## config.mk

```make
export PLATFORM = sky130hd
export DESIGN_NAME = lectura_rtc
export DESIGN_NICKNAME = d
export VERILOG_FILES = /design/src/rtl/lectura_rtc_pkg.sv /design/src/rtl/bcd_a_bin.sv /design/src/rtl/lectura_rtc.sv
export SDC_FILE = /design/constraint.sdc
export NUM_CORES = 1
export LEC_CHECK = 0
export ABC_AREA = 1
export BUFFER_PORTS_ARGS = -buffer_cell sky130_fd_sc_hd__buf_4
export CAP_MARGIN = 40
export CORE_UTILIZATION = 50
export CTS_CLUSTER_SIZE = 14
export DETAILED_ROUTE_END_ITERATION = 6
export GPL_ROUTABILITY_DRIVEN = 0
export HOLD_SLACK_MARGIN = 0.02
export PLACE_DENSITY = 0.8
export SLEW_MARGIN = 20
export SYNTH_ARGS = -nofsm -noshare
export SYNTH_HDL_FRONTEND = slang
export SYNTH_HIERARCHICAL = 1
export SYNTH_SLANG_ARGS = --single-unit
```

## constraint.sdc

```tcl
create_clock -name clk_i -period 4.96 [get_ports clk_i]
set_input_delay 0.992 -clock clk_i [delete_from_list [all_inputs] [get_ports clk_i]]
set_output_delay 0.992 -clock clk_i [all_outputs]
set_load 0.01 [all_outputs]
```

## src/rtl/lectura_rtc_pkg.sv

```systemverilog
// rtl/lectura_rtc_pkg.sv - shared types and constants for the RTC read sequencer
//   estado_e          : bus sequencer states
//   T_*_DEF           : default setup / strobe / hold widths in clock cycles
//   RTC_*             : RTC register addresses (seconds .. year)
package lectura_rtc_pkg;

   typedef enum logic [3:0] {
      ST_IDLE,
      ST_A_SET,
      ST_A_WR,
      ST_A_HLD,
      ST_TURN,
      ST_D_SET,
      ST_D_RD,
      ST_D_HLD,
      ST_FIN
   } estado_e;

   localparam int T_SETUP_DEF = 2;
   localparam int T_PULSE_DEF = 4;
   localparam int T_HOLD_DEF  = 2;

   localparam logic [7:0] RTC_SEG   = 8'h00;
   localparam logic [7:0] RTC_MIN   = 8'h02;
   localparam logic [7:0] RTC_HORA  = 8'h04;
   localparam logic [7:0] RTC_FECHA = 8'h07;
   localparam logic [7:0] RTC_MES   = 8'h08;
   localparam logic [7:0] RTC_ANIO  = 8'h09;

endpackage

```

## src/rtl/bcd_a_bin.sv

```systemverilog
// rtl/bcd_a_bin.sv - combinational two-digit BCD to 7-bit binary converter
//   bcd_i : packed BCD byte, tens in [7:4], units in [3:0]
//   bin_o : tens*10 + units, forced to 0 when either digit is invalid
//   err_o : 1 when either nibble is greater than 9
module bcd_a_bin (
   input  logic [7:0] bcd_i,
   output logic [6:0] bin_o,
   output logic       err_o
);

   logic [3:0] decenas;
   logic [3:0] unidades;

   assign decenas  = bcd_i[7:4];
   assign unidades = bcd_i[3:0];

   always_comb begin
      err_o = (decenas > 4'd9) || (unidades > 4'd9);
      bin_o = err_o ? 7'd0 : (7'(decenas) * 7'd10 + 7'(unidades));
   end

endmodule

```

## src/rtl/lectura_rtc.sv

```systemverilog
// rtl/lectura_rtc.sv - read sequencer for the RTC multiplexed address/data bus
//   clk_i, rst_ni            : clock, asynchronous active-low reset
//   start_i, addr_i, mascara_i : read request, register address, capture mask
//   ad_in_i                  : AD bus pad input
//   ad_out_o, ad_oe_o        : AD bus drive value and enable
//   cs_n_o, ad_n_o, wr_n_o, rd_n_o : RTC bus controls (active-low strobes)
//   busy_o, done_o           : transaction in progress, one-cycle completion
//   dato_bcd_o, dato_bin_o, bcd_err_o : masked byte, its binary value, BCD error
module lectura_rtc
   import lectura_rtc_pkg::*;
#(
   parameter int T_SETUP = T_SETUP_DEF,
   parameter int T_PULSE = T_PULSE_DEF,
   parameter int T_HOLD  = T_HOLD_DEF
) (
   input  logic       clk_i,
   input  logic       rst_ni,
   input  logic       start_i,
   input  logic [7:0] addr_i,
   input  logic [7:0] mascara_i,
   input  logic [7:0] ad_in_i,
   output logic [7:0] ad_out_o,
   output logic       ad_oe_o,
   output logic       cs_n_o,
   output logic       ad_n_o,
   output logic       wr_n_o,
   output logic       rd_n_o,
   output logic       busy_o,
   output logic       done_o,
   output logic [7:0] dato_bcd_o,
   output logic [6:0] dato_bin_o,
   output logic       bcd_err_o
);

   localparam int T_MAX = (T_SETUP > T_PULSE) ? ((T_SETUP > T_HOLD) ? T_SETUP : T_HOLD)
                                              : ((T_PULSE > T_HOLD) ? T_PULSE : T_HOLD);
   localparam int CW = $clog2(T_MAX) + 1;

   // Counter reload values: a phase of N cycles counts N-1 down to 0.
   localparam logic [CW-1:0] CNT_SETUP = CW'(T_SETUP - 1);
   localparam logic [CW-1:0] CNT_PULSE = CW'(T_PULSE - 1);
   localparam logic [CW-1:0] CNT_HOLD  = CW'(T_HOLD - 1);

   estado_e         state_q, state_d;
   logic [CW-1:0]   cnt_q, cnt_d;
   logic [7:0]      addr_q;
   logic [7:0]      mascara_q;
   logic            cs_n_q, ad_n_q, wr_n_q, rd_n_q, ad_oe_q, busy_q, done_q;
   logic [7:0]      dato_bcd_q;
   logic [6:0]      dato_bin_q;
   logic            bcd_err_q;

   logic            aceptar;
   logic            fin_fase;
   logic            captura;
   logic [7:0]      crudo;
   logic [6:0]      bin_nuevo;
   logic            err_nuevo;

   assign aceptar  = (state_q == ST_IDLE) && start_i;
   assign fin_fase = (cnt_q == '0);
   assign captura  = (state_q == ST_D_RD) && fin_fase;
   assign crudo    = ad_in_i & mascara_q;

   bcd_a_bin u_conv (
      .bcd_i (crudo),
      .bin_o (bin_nuevo),
      .err_o (err_nuevo)
   );

   always_comb begin
      state_d = state_q;
      cnt_d   = cnt_q - 1'b1;
      unique case (state_q)
         ST_IDLE: begin
            cnt_d = '0;
            if (start_i) begin
               state_d = ST_A_SET;
               cnt_d   = CNT_SETUP;
            end
         end
         ST_A_SET: if (fin_fase) begin state_d = ST_A_WR;  cnt_d = CNT_PULSE; end
         ST_A_WR:  if (fin_fase) begin state_d = ST_A_HLD; cnt_d = CNT_HOLD;  end
         ST_A_HLD: if (fin_fase) begin state_d = ST_TURN;  cnt_d = '0;        end
         ST_TURN:  begin state_d = ST_D_SET; cnt_d = CNT_SETUP; end
         ST_D_SET: if (fin_fase) begin state_d = ST_D_RD;  cnt_d = CNT_PULSE; end
         ST_D_RD:  if (fin_fase) begin state_d = ST_D_HLD; cnt_d = CNT_HOLD;  end
         ST_D_HLD: if (fin_fase) begin state_d = ST_FIN;   cnt_d = '0;        end
         ST_FIN:   begin state_d = ST_IDLE; cnt_d = '0; end
         default:  begin state_d = ST_IDLE; cnt_d = '0; end
      endcase
   end

   // Outputs are decoded from the next state so each pin changes on the same
   // edge as the state it belongs to.
   always_ff @(posedge clk_i or negedge rst_ni) begin
      if (!rst_ni) begin
         state_q    <= ST_IDLE;
         cnt_q      <= '0;
         addr_q     <= '0;
         mascara_q  <= '0;
         cs_n_q     <= 1'b1;
         ad_n_q     <= 1'b0;
         wr_n_q     <= 1'b1;
         rd_n_q     <= 1'b1;
         ad_oe_q    <= 1'b0;
         busy_q     <= 1'b0;
         done_q     <= 1'b0;
         dato_bcd_q <= '0;
         dato_bin_q <= '0;
         bcd_err_q  <= 1'b0;
      end else begin
         state_q <= state_d;
         cnt_q   <= cnt_d;
         if (aceptar) begin
            addr_q    <= addr_i;
            mascara_q <= mascara_i;
         end
         cs_n_q  <= (state_d == ST_IDLE) || (state_d == ST_FIN);
         ad_n_q  <= state_d inside {ST_TURN, ST_D_SET, ST_D_RD, ST_D_HLD, ST_FIN};
         wr_n_q  <= (state_d != ST_A_WR);
         rd_n_q  <= (state_d != ST_D_RD);
         ad_oe_q <= state_d inside {ST_A_SET, ST_A_WR, ST_A_HLD};
         busy_q  <= (state_d != ST_IDLE);
         done_q  <= (state_d == ST_FIN);
         if (captura) begin
            dato_bcd_q <= crudo;
            dato_bin_q <= bin_nuevo;
            bcd_err_q  <= err_nuevo;
         end
      end
   end

   assign ad_out_o   = addr_q;
   assign ad_oe_o    = ad_oe_q;
   assign cs_n_o     = cs_n_q;
   assign ad_n_o     = ad_n_q;
   assign wr_n_o     = wr_n_q;
   assign rd_n_o     = rd_n_q;
   assign busy_o     = busy_q;
   assign done_o     = done_q;
   assign dato_bcd_o = dato_bcd_q;
   assign dato_bin_o = dato_bin_q;
   assign bcd_err_o  = bcd_err_q;

endmodule
```

## Word level (Yosys, flattened, before mapping)

Cells that the tools add are included.

- Register bits after elaboration: 46
- Input port bits: 27
- Output and inout bits: 31
- Word-level logic and storage cells: 64

- Add/subtract/negate cells: 2
- Multipliers: 1
- Magnitude comparators: 2
- Equality and inequality tests: 17
- Mux-type cells: 14
- Bitwise operators: 1
- Reduce and logical (&&, ||, !) cells: 13

Operators by type and width:

| operator | count |
|---|---|
| equality test 4 x 3 -> 1 bit, second input constant | 8 |
| case mux 4 bit (8 select lines) | 1 |
| 2-to-1 mux 4 bit | 7 |
| equality test 4 x 2 -> 1 bit, second input constant | 4 |
| case mux 3 bit (5 select lines) | 1 |
| 2-to-1 mux 3 bit | 3 |
| bitwise AND 8 bit | 1 |
| equality test 4 x 1 -> 1 bit, second input constant | 2 |
| greater-than comparator 4 bit, second input constant | 2 |
| zero test 4 bit | 2 |
| adder 7 x 4 -> 7 bit | 1 |
| 2-to-1 mux 7 bit | 1 |
| multiplier 4 x 3 -> 6 bit, second input constant | 1 |
| OR reduction 2 bit | 3 |
| nonzero test 5 bit | 1 |
| equality test 4 bit, second input constant | 1 |
| != test 4 x 2 -> 1 bit, second input constant | 1 |
| != test 4 x 3 -> 1 bit, second input constant | 1 |
| nonzero test 4 bit | 1 |
| zero test 3 bit | 1 |
| nonzero test 3 bit | 1 |
| subtractor 3 x 1 -> 3 bit, second input constant | 1 |
| logical AND 1 bit | 2 |
| logical OR 1 bit | 2 |
| 2-to-1 mux 1 bit | 1 |

## Logic depth before layout (Yosys ltp)

Gate-level depths: netlist of run 1.

- Depth in word-level cells: 5
- Gate-level depth with buffers: 13
- Depth with buffers taken out: 13

## Cells and area by module

Netlist of run 1, hierarchy kept.

Modules (own cells, without submodules):

| module | times used | cells an instance | area each (um^2) | sequential area each (um^2) |
|---|---|---|---|---|
| lectura_rtc | 1 | 213 | 1925.6 | 1154.9 |
| bcd_a_bin | 1 | 53 | 312.8 | 0.0 |

## Least setup slack after synthesis of run 1

Ideal clock, no wire load.

- Kind: input port to flip-flop
- Start point: input ad_in_i[5]
- End point: register dato_bin_q[6], in the netlist dato_bin_o[6]
- Setup time: 116 ps
- Data arrival time: 2630 ps
- Required time: 4844 ps
- Slack: 2214 ps
- Stages: 12
- Path buffers: 0
- Cells stage by stage: nand2_1 inv_1 ha_1 ha_1 fa_1 nand2_1 nor2_1 nand2_1 a21oi_1 nor2_2 nand2_1 nand2_1

- Word-level cells in the longest chain between the ends: 4
- Elaborated cells between the ends (all ways): 6
- Those cells by class: add/sub (1); mul (1); order compare (1); mux (1); bitwise (1); reduce/logical (1)

Ends and longest elaborated chain:

| element | line | text |
|---|---|---|
| from (decl) | lectura_rtc.sv:21 | `input logic [7:0] ad_in_i,` |
| bitwise AND 8 bit (*) | lectura_rtc.sv:63 | `assign crudo = ad_in_i & mascara_q;` |
| net crudo[5] | lectura_rtc.sv:56 | `logic [7:0] crudo;` |
| multiplier 4 x 3 -> 6 bit or greater-than comparator 4 bit (tied branches) | bcd_a_bin.sv:19, bcd_a_bin.sv:18 |  |
| adder 7 x 4 -> 7 bit or logical OR 1 bit (tied branches) | bcd_a_bin.sv:19, bcd_a_bin.sv:18 |  |
| 2-to-1 mux 7 bit (*) | bcd_a_bin.sv:19 | `bin_o = err_o ? 7'd0 : (7'(decenas) * 7'd10 + 7'(unidades));` |
| net bin_nuevo[6] | lectura_rtc.sv:57 | `logic [6:0] bin_nuevo;` |
| to (signal assigned) | lectura_rtc.sv:128 | `dato_bin_q <= bin_nuevo;` |
| to (decl) | lectura_rtc.sv:50 | `logic [6:0] dato_bin_q;` |

The timed path passes the listed nets; every way through them passes the cells marked *.
A chain may end at the register's enable or synchronous reset.

## Worst setup path after layout of run 1

Same ends and word-level chain as after synthesis.

==> reports/results.env, run 1 <==
SYNTH.TOP_CELLS.BY_COUNT='112 x sky130_fd_sc_hd__nand2_1, 43 x sky130_fd_sc_hd__dfrtp_1, 31 x sky130_fd_sc_hd__inv_1'
SYNTH.AREA.TOP_CELLS='sky130_fd_sc_hd__dfrtp_1 48%, sky130_fd_sc_hd__nand2_1 19%, sky130_fd_sc_hd__inv_1 5.2%'
TOP_USAGE_LAYER='met2'
FINALCRITICALPERIOD_NS=2.71
SETUP_SLACK_NS=2.25
YS_SEQ_ELEMENTS=46
DIE_W_UM=68.9
POSTCTSHOLDBUFS=0
REG2REG_SLACK_NS=2.66
PATH_MAX_FANOUT=4
AVGSYNTHCELLAREA_UM2=8.42
CTS_BUFFER_DEPTH=2
ENDPOINT_KIND='flip-flop'
STATUS='complete, no violations'
HP-CLASS='reg2reg'
REQUIRED_TIME_AT_THE_WORST_SLACK_ENDPOINT_NS=5.15
ROUTEDWLPERCELL_UM=11.8
CTS_POST_SETUP_BUFFERS_INSERTED=0
DOMINANTREGCELLSYNTH='sky130_fd_sc_hd__dfrtp_1'
DRV.MAX_CAP_VIOLATION_COUNT=0
POSTCTSRESIZEDCELLS=0
CRIT_BUF_INV=2
FP-ROW-COUNT=23
DRV_SLEW=0
HOLD_PATH_START='mascara_q[0]$_DFFE_PN0P_'
GR-USAGE-MET2_PCT=32.6
MULTIINPUTGATEAREA_UM2=915
SYNTHESIS.AREA_MM2=0.00224
WORSTSETUPPATHTYPE='in2reg'
SYNTH_TOP_CELL_BY_AREA='sky130_fd_sc_hd__dfrtp_1'
WORST-ENDPOINT-ARRIVAL_NS=2.90
RSZ0062_AT_GRT='false'
GR-USAGE-ALL-LAYERS_PCT=21.2
WORST_SETUP_PATH_STARTPOINT='ad_in_i[5]'
DETAIL_ROUTE.DRC_VIOLATIONS=0
ANTENNADIODECOUNT=0
CRITPATHMAXSTAGEDELAY_NS=0.50
TIGHTESTPINTRANSITION_NS=0.572
NFILLCELLS=358
MIN_TO='mascara_q[0]$_DFFE_PN0P_'
TIMING.RR.END='dato_bin_o[6]$_DFFE_PN0P_'
GRT_MAX_DEGREE=47
POST-ROUTE-PERIOD-UTIL_PCT=54.6
GRT.OVERFLOW.TOTAL=0
FINAL_SETUP_VIOLATIONS=0
SEQUENTIAL_CELL_AREA_MM2=0.00115
AREA_GROWTH_PCT=25.3
BOUNDARYPINS=58
CTS.HTREE.LEVELS=2
WORST_R2R_PATH_DEPTH=12
DPL.HPWL_UM=3280
GLOBAL_ROUTE_MET3_UTILIZATION_PCT=6.09
ROUTED_WL_UM=4460
CLOCK-ROOT-BUFFER='sky130_fd_sc_hd__clkbuf_8'
MAXCLOCKFREQUENCY_MHz=369
TRITONCTS='done'
IO_BUFFER_COUNT=57
FINAL.SETUP_SKEW_NS=0.00339
CTS_BUFFERS=5
SYNTH_SEQUENTIAL_AREA_RATIO_PCT=51.6
IR_DROP_uV=293
CLK_PIN_SLEW_WORST_PATHS_NS=0.09
DIE_AREA_MM2=0.00475
CELL_COUNT_AFTER_SYNTHESIS=266
NUMCLOCKSINKS=46
CRIT_PATH_CELL_TRACE='buf_4 > nand2_1 > inv_1 > ha_1 > ha_1 > fa_1 > nand2_1 > nor2_1 > nand2_1 > a21oi_1 > nor2_2 > nand2_1 > nand2_1'
YOSYS.AREA.TOP_TYPE_SHARE_PCT=48.1
PLACE.DETAILED.INSTANCES=369
LAYOUT-DRIVE-GT1-SHARE_PCT=28.4
R2R_START='mascara_q[5]$_DFFE_PN0P_'
GRT_PASS1_WL_UM=7320
FINAL_ANTENNA_NET_COUNT=0
ROUTE.DETAILED.VIAS_PER_INST=4.80
WORSTSKEWPAIRLATENCY_NS=0.29
START_UTIL_PCT=54.0
SYNTH_WARNINGS=6
FINALPOWER_mW=1.67
GRT_PASS1_VIAS=1687
NETS=361
ANTENNA_FOUND_INITIAL=0
CPMAXSTAGEDELAYCELL='sky130_fd_sc_hd__fa_1'
SLEW-LIMIT-HEADROOM_PCT=61.9
YS_ASYNC_SR_FRACTION_PCT=100
TIMING.FINAL.HOLD_VIOLATIONS=0
CHIPHEIGHT_UM=68.9
POWER_DENSITY_mW_PER_MM2=597
HOLD_PATH_DEPTH=2
DETAIL_ROUTE.ITER0.VIOLATIONS=112
SYNTH-EDFF-COUNT=0
STDCELL_COUNT=377
CPLARGESTDELAYFAMILY='adder cells'
SYN-NUM-NETS=301
SETUP-TNS-FINAL_NS=0
WORSTSETUPSTARTPOINTTYPE='primary input'
YOSYSUNIQUECELLTYPES=24
LEAK_nW=1.61
DETAILEDPLACE.WORSTSLACK_NS=1.94
COREAREA_MM2=0.00414
MET1_GRT_UTIL_PCT=28.8
CPMOSTUSEDCELL='sky130_fd_sc_hd__nand2_1'
DETAIL_ROUTE.FIRST_PASS.ITERATIONS=4
ROUTED-VIA-COUNT=1809
TOP_COUNT_CELL_POST_SYNTH='sky130_fd_sc_hd__nand2_1'
==> per-stage QoR <==
| step | util, % | hold slack (ns) | cell area, um^2 |
|---|---|---|---|
| 6_report | 67.7 | 0.488 | 2800 |
| 5_1_grt | 67.7 | 0.509 | 2800 |
| 4_1_cts | 67.7 | 0.490 | 2800 |
| 3_5_place_dp | 64.9 | 0.468 | 2690 |
| 3_3_place_gp | 64.9 | 0.462 | 2690 |
| 2_1_floorplan | - | 0.449 | 2240 |
==> metal layers <==
metal / part of all wire [%] / vias to the layer above
met5: 0 / -
met1: 46 / 824
met4: 0.81 / 0
li1: - / 926
met2: 46 / 54
met3: 7.2 / 5
==> layout by cell type, fill, tap and decap left out, drive strengths merged <==
cell type and instances:
nand3 9, clkbuf 5, nand2 117, a21oi 2, o21ai 12, dfrtp 43, dfstp 3, o211ai 1
fa 2, clkinvlp 2, nor2 28, inv 34, buf 57, nor3 5, ha 6, bufinv 1
==> registers in the layout, indices dropped and copies added, names as in the netlist, 3 cells and up <==
signal,count
dato_bcd_o,8
state_q,4
mascara_q,8
cnt_q,3
dato_bin_o,7
ad_out_o,8
==> area by class of cell <==
cell class / count / area share (%)
Inverter: 34 / 4.64
Clock inverter: 3 / 1.61
Clock buffer: 5 / 2.45
Multi-Input combinational cell: 182 / 32.6
Tap cell: 50 / 2.23
Sequential cell: 46 / 41.2
Timing Repair Buffer: 57 / 15.3
==> kinds of logic after synthesis <==
kind of cell / synth area share [%]
AND/OR/NAND/NOR: 30.2
adder cells (fa/ha/maj): 5.14
flip-flops: 51.6
AO/OA/AOI/OAI: 5.48
buffers and inverters: 7.55
==> worst max path at each step <==
stage	endpoint	slack, ns	cells after the start
6_report	dato_bin_o[6]$_DFFE_PN0P_	2.25	13
4_1_cts	dato_bin_o[6]$_DFFE_PN0P_	2.24	13
5_1_grt	dato_bin_o[6]$_DFFE_PN0P_	2.09	13
2_1_floorplan	dato_bin_o[6]$_DFFE_PN0P_	2.21	12
3_3_place_gp	dato_bin_o[6]$_DFFE_PN0P_	2.02	13
3_5_place_dp	dato_bin_o[6]$_DFFE_PN0P_	1.94	13
==> power by group <==
group	leakage, nW	switching [mW]	internal (mW)
registers	0.584	0.105	0.539
logic	0.980	0.435	0.318
clock network	0.0504	0.128	0.150
total	1.61	0.668	1.01
==> tightest hold or removal path: stages (launching register included) <==
cell and delay [ns]:
sky130_fd_sc_hd__dfrtp_1 0.35, sky130_fd_sc_hd__nand2_1 0.06, sky130_fd_sc_hd__nand2_1 0.05
Note: power is estimated with default switching activity, not from simulation.
==> run 2: changes to the inputs <==
--- a/config.mk
+++ b/config.mk
@@ -8,12 +8,12 @@
 export ABC_AREA = 1
 export BUFFER_PORTS_ARGS = -buffer_cell sky130_fd_sc_hd__buf_4
 export CAP_MARGIN = 40
-export CORE_UTILIZATION = 50
+export CORE_UTILIZATION = 47
 export CTS_CLUSTER_SIZE = 14
 export DETAILED_ROUTE_END_ITERATION = 6
 export GPL_ROUTABILITY_DRIVEN = 0
 export HOLD_SLACK_MARGIN = 0.02
-export PLACE_DENSITY = 0.8
+export PLACE_DENSITY = 0.79
 export SLEW_MARGIN = 20
 export SYNTH_ARGS = -nofsm -noshare
 export SYNTH_HDL_FRONTEND = slang
==> constraint.sdc (replaced) <==
create_clock -name clk_i -period 2.3 [get_ports clk_i]
set_input_delay 0.46 -clock clk_i [delete_from_list [all_inputs] [get_ports clk_i]]
set_output_delay 0.46 -clock clk_i [all_outputs]
set_load 0.01 [all_outputs]
==> run 2 against run 1 <==
Net effect: sequential cell count did not move; combinational power increased by 120%; routed wire length is 1.4% higher; the run now ends with design-rule violations left; power is 110% higher; global-route usage decreased by 0.73 points; clock skew rose by 0.0021 ns; register-to-register slack lost 2.5 ns; via count up 0.28%; sequential share of layout area fell by 0.70 points; hold slack got worse by 0.35 ns; final area up 1.7%.
==> reports/results.env, run 2 (synthesis results as in run 1) <==
REQUIRED_TIME_AT_THE_WORST_SLACK_ENDPOINT_NS=2.50
LAYOUT-DRIVE-GT1-SHARE_PCT=31.9
MAXCLOCKFREQUENCY_MHz=458
DETAIL_ROUTE.ITER0.VIOLATIONS=81
WORSTSETUPPATHTYPE='reg2reg'
ROUTEDWLPERCELL_UM=11.8
GRT_PASS1_WL_UM=7870
FINAL_DESIGN_AREA_NO_FILL_MM2=0.00285
CRITPATHMAXSTAGEDELAY_NS=0.57
CLK_PIN_SLEW_WORST_PATHS_NS=0.09
WORST_R2R_PATH_DEPTH=12
BOUNDARYPINS=58
CHIPHEIGHT_UM=71.0
GRT_PASS1_VIAS=1796
POST-ROUTE-PERIOD-UTIL_PCT=94.9
POWER_DENSITY_mW_PER_MM2=1260
CRIT_BUF_INV=1
FINAL_CORE_UTIL_PCT=63.8
SHARE_OF_POWER_BURNED_IN_REGISTERS_PCT=38.7
TRITONCTS='done'
SETUP-TNS-FINAL_NS=0
STATUS='finished with violations'
NUMCLOCKSINKS=46
HP-CLASS='in2async'
CPMOSTUSEDCELL='sky130_fd_sc_hd__nand2_1'
GLOBAL_ROUTE_MET3_UTILIZATION_PCT=4.99
GR-USAGE-MET2_PCT=32.4
CPLARGESTDELAYFAMILY='adder cells'
MET1_GRT_UTIL_PCT=25.8
DETAIL_ROUTE.FIRST_PASS.ITERATIONS=6
LAYOUT_COMMONEST_CELL='sky130_fd_sc_hd__nand2_1'
FP-ROW-COUNT=24
DETAIL_ROUTE.DRC_VIOLATIONS=3
DRV.MAX_CAP_VIOLATION_COUNT=0
CLK_PWR_SHARE_PCT=14.3
WORST-ENDPOINT-ARRIVAL_NS=2.38
TIGHTESTPINTRANSITION_NS=0.569
VIOLATIONS='design-rule violations'
ROUTE.DETAILED.VIAS_PER_INST=4.72
CPMAXSTAGEDELAYCELL='sky130_fd_sc_hd__fa_1'
REG2REG_SLACK_NS=0.12
GR-USAGE-ALL-LAYERS_PCT=20.4
NETS=366
FINALPOWER_mW=3.59
TIMING.RR.END='dato_bin_o[6]$_DFFE_PN0P_'
GRT.OVERFLOW.TOTAL=0
ANTENNADIODECOUNT=0
LEAK_nW=1.63
AREA_GROWTH_PCT=27.4
INTERNAL_PWR_TOTAL_mW=2.11
ENDPOINT_KIND='flip-flop'
TIMING.FINAL.HOLD_VIOLATIONS=0
CTS.HTREE.LEVELS=2
PATH_MAX_FANOUT=2
TOP_USAGE_LAYER='met2'
IR_DROP_uV=650
DRV_SLEW=0
POSTCTSHOLDBUFS=0
FINALCRITICALPERIOD_NS=2.18
START_UTIL_PCT=50.0
FINAL_SETUP_VIOLATIONS=0
IO_BUFFER_COUNT=57
DIE_W_UM=71.0
SLEW-LIMIT-HEADROOM_PCT=62.1
MOST_FREQUENT_CELLS_IN_THE_LAYOUT='108 x sky130_fd_sc_hd__nand2_1, 62 x sky130_fd_sc_hd__buf_4, 43 x sky130_fd_sc_hd__dfrtp_1'
P_SW_SHARE_PCT=41.2
FINAL_ANTENNA_NET_COUNT=0
WORSTSETUPSTARTPOINTTYPE='flip-flop'
R2R_START='mascara_q[5]$_DFFE_PN0P_'
PLACED_STANDARD_CELL_AREA_MM2=0.00272
DPL.HPWL_UM=3250
ANTENNA_FOUND_INITIAL=0
CTS_BUFFER_DEPTH=2
CLOCK-ROOT-BUFFER='sky130_fd_sc_hd__clkbuf_8'
GRT_MAX_DEGREE=47
COREAREA_MM2=0.00447
PWR-SHARE-COMB_PCT=47.0
FINAL.SETUP_SKEW_NS=0.00548
ROUTED_WL_UM=4520
DIE_AREA_MM2=0.00504
WORSTSKEWPAIRLATENCY_NS=0.31
CTS_BUFFERS=5
CRIT_PATH_CELL_TRACE='nand2_2 > inv_1 > ha_4 > ha_2 > fa_1 > nand2_1 > nor2_1 > nand2_1 > a21oi_2 > nor2_2 > nand2_1 > nand2_1'
NET-SWITCHING-POWER_mW=1.48
ROUTED-VIA-COUNT=1814
[run 2: worst register-to-register path, cell delays in order, from the launching register on]
cell                      delay (ns)
sky130_fd_sc_hd__dfrtp_1        0.40
sky130_fd_sc_hd__nand2_2        0.08
sky130_fd_sc_hd__inv_1          0.09
sky130_fd_sc_hd__ha_4           0.22
sky130_fd_sc_hd__ha_2           0.17
sky130_fd_sc_hd__fa_1           0.57
sky130_fd_sc_hd__nand2_1        0.08
sky130_fd_sc_hd__nor2_1         0.11
sky130_fd_sc_hd__nand2_1        0.09
sky130_fd_sc_hd__a21oi_2        0.14
sky130_fd_sc_hd__nor2_2         0.05
sky130_fd_sc_hd__nand2_1        0.06
sky130_fd_sc_hd__nand2_1        0.04
[run 2: worst max-delay path by stage]
stage                                        start  depth (start not counted)                         to  slack, ns
final                     mascara_q[5]$_DFFE_PN0P_                         12  dato_bin_o[6]$_DFFE_PN0P_       0.12
after global routing      mascara_q[6]$_DFFE_PN0P_                         13  dato_bin_o[6]$_DFFE_PN0P_      -0.02
after CTS                 mascara_q[5]$_DFFE_PN0P_                         12  dato_bin_o[6]$_DFFE_PN0P_       0.06
after detailed placement                ad_in_i[5]                         13  dato_bin_o[6]$_DFFE_PN0P_      -0.13
after global placement                  ad_in_i[5]                         13  dato_bin_o[6]$_DFFE_PN0P_      -0.06
after floorplan                         ad_in_i[5]                         12  dato_bin_o[6]$_DFFE_PN0P_       0.09
[run 2: layout make-up]
| cell class | instances | area (um^2) |
|---|---|---|
| timing repair buffer | 62 | 465 |
| fill | 399 | 1620 |
| clock inverter | 3 | 25.0 |
| clock buffer | 5 | 68.8 |
| multi-input combinational | 182 | 943 |
| inverter | 34 | 130 |
| sequential | 46 | 1150 |
| tap | 52 | 65.1 |
[run 2: layer usage]
layer	wire, um	vias up	share of wire (%)
li1	-	939	-
met1	2060	803	46
met2	2070	60	46
met3	259	12	5.7
met4	127	0	2.8
met5	0	-	0
[run 2: timing repair]
action                     CTS  global route
buffers inserted             0             2
resized for setup            0             8
setup endpoints to repair    0             1
[run 2: metrics by stage]
step | hold WS [ns] | instances | setup WS [ns]
finish | 0.134 | 384 | 0.118
global route | 0.171 | 384 | -0.0213
CTS | 0.155 | 382 | 0.0596
detailed placement | 0.465 | 374 | -0.133
global placement | 0.463 | 374 | -0.0584
floorplan | 0.164 | 266 | 0.0861
[run 2: power groups by stage]
stage	clock network [mW]	logic (mW)	registers (mW)
after global routing	0.559	1.90	1.43
after global placement	0	1.60	1.39
after floorplan	0	0.958	1.48
final	0.513	1.69	1.39
after CTS	0.525	1.66	1.38
after detailed placement	0	1.65	1.39
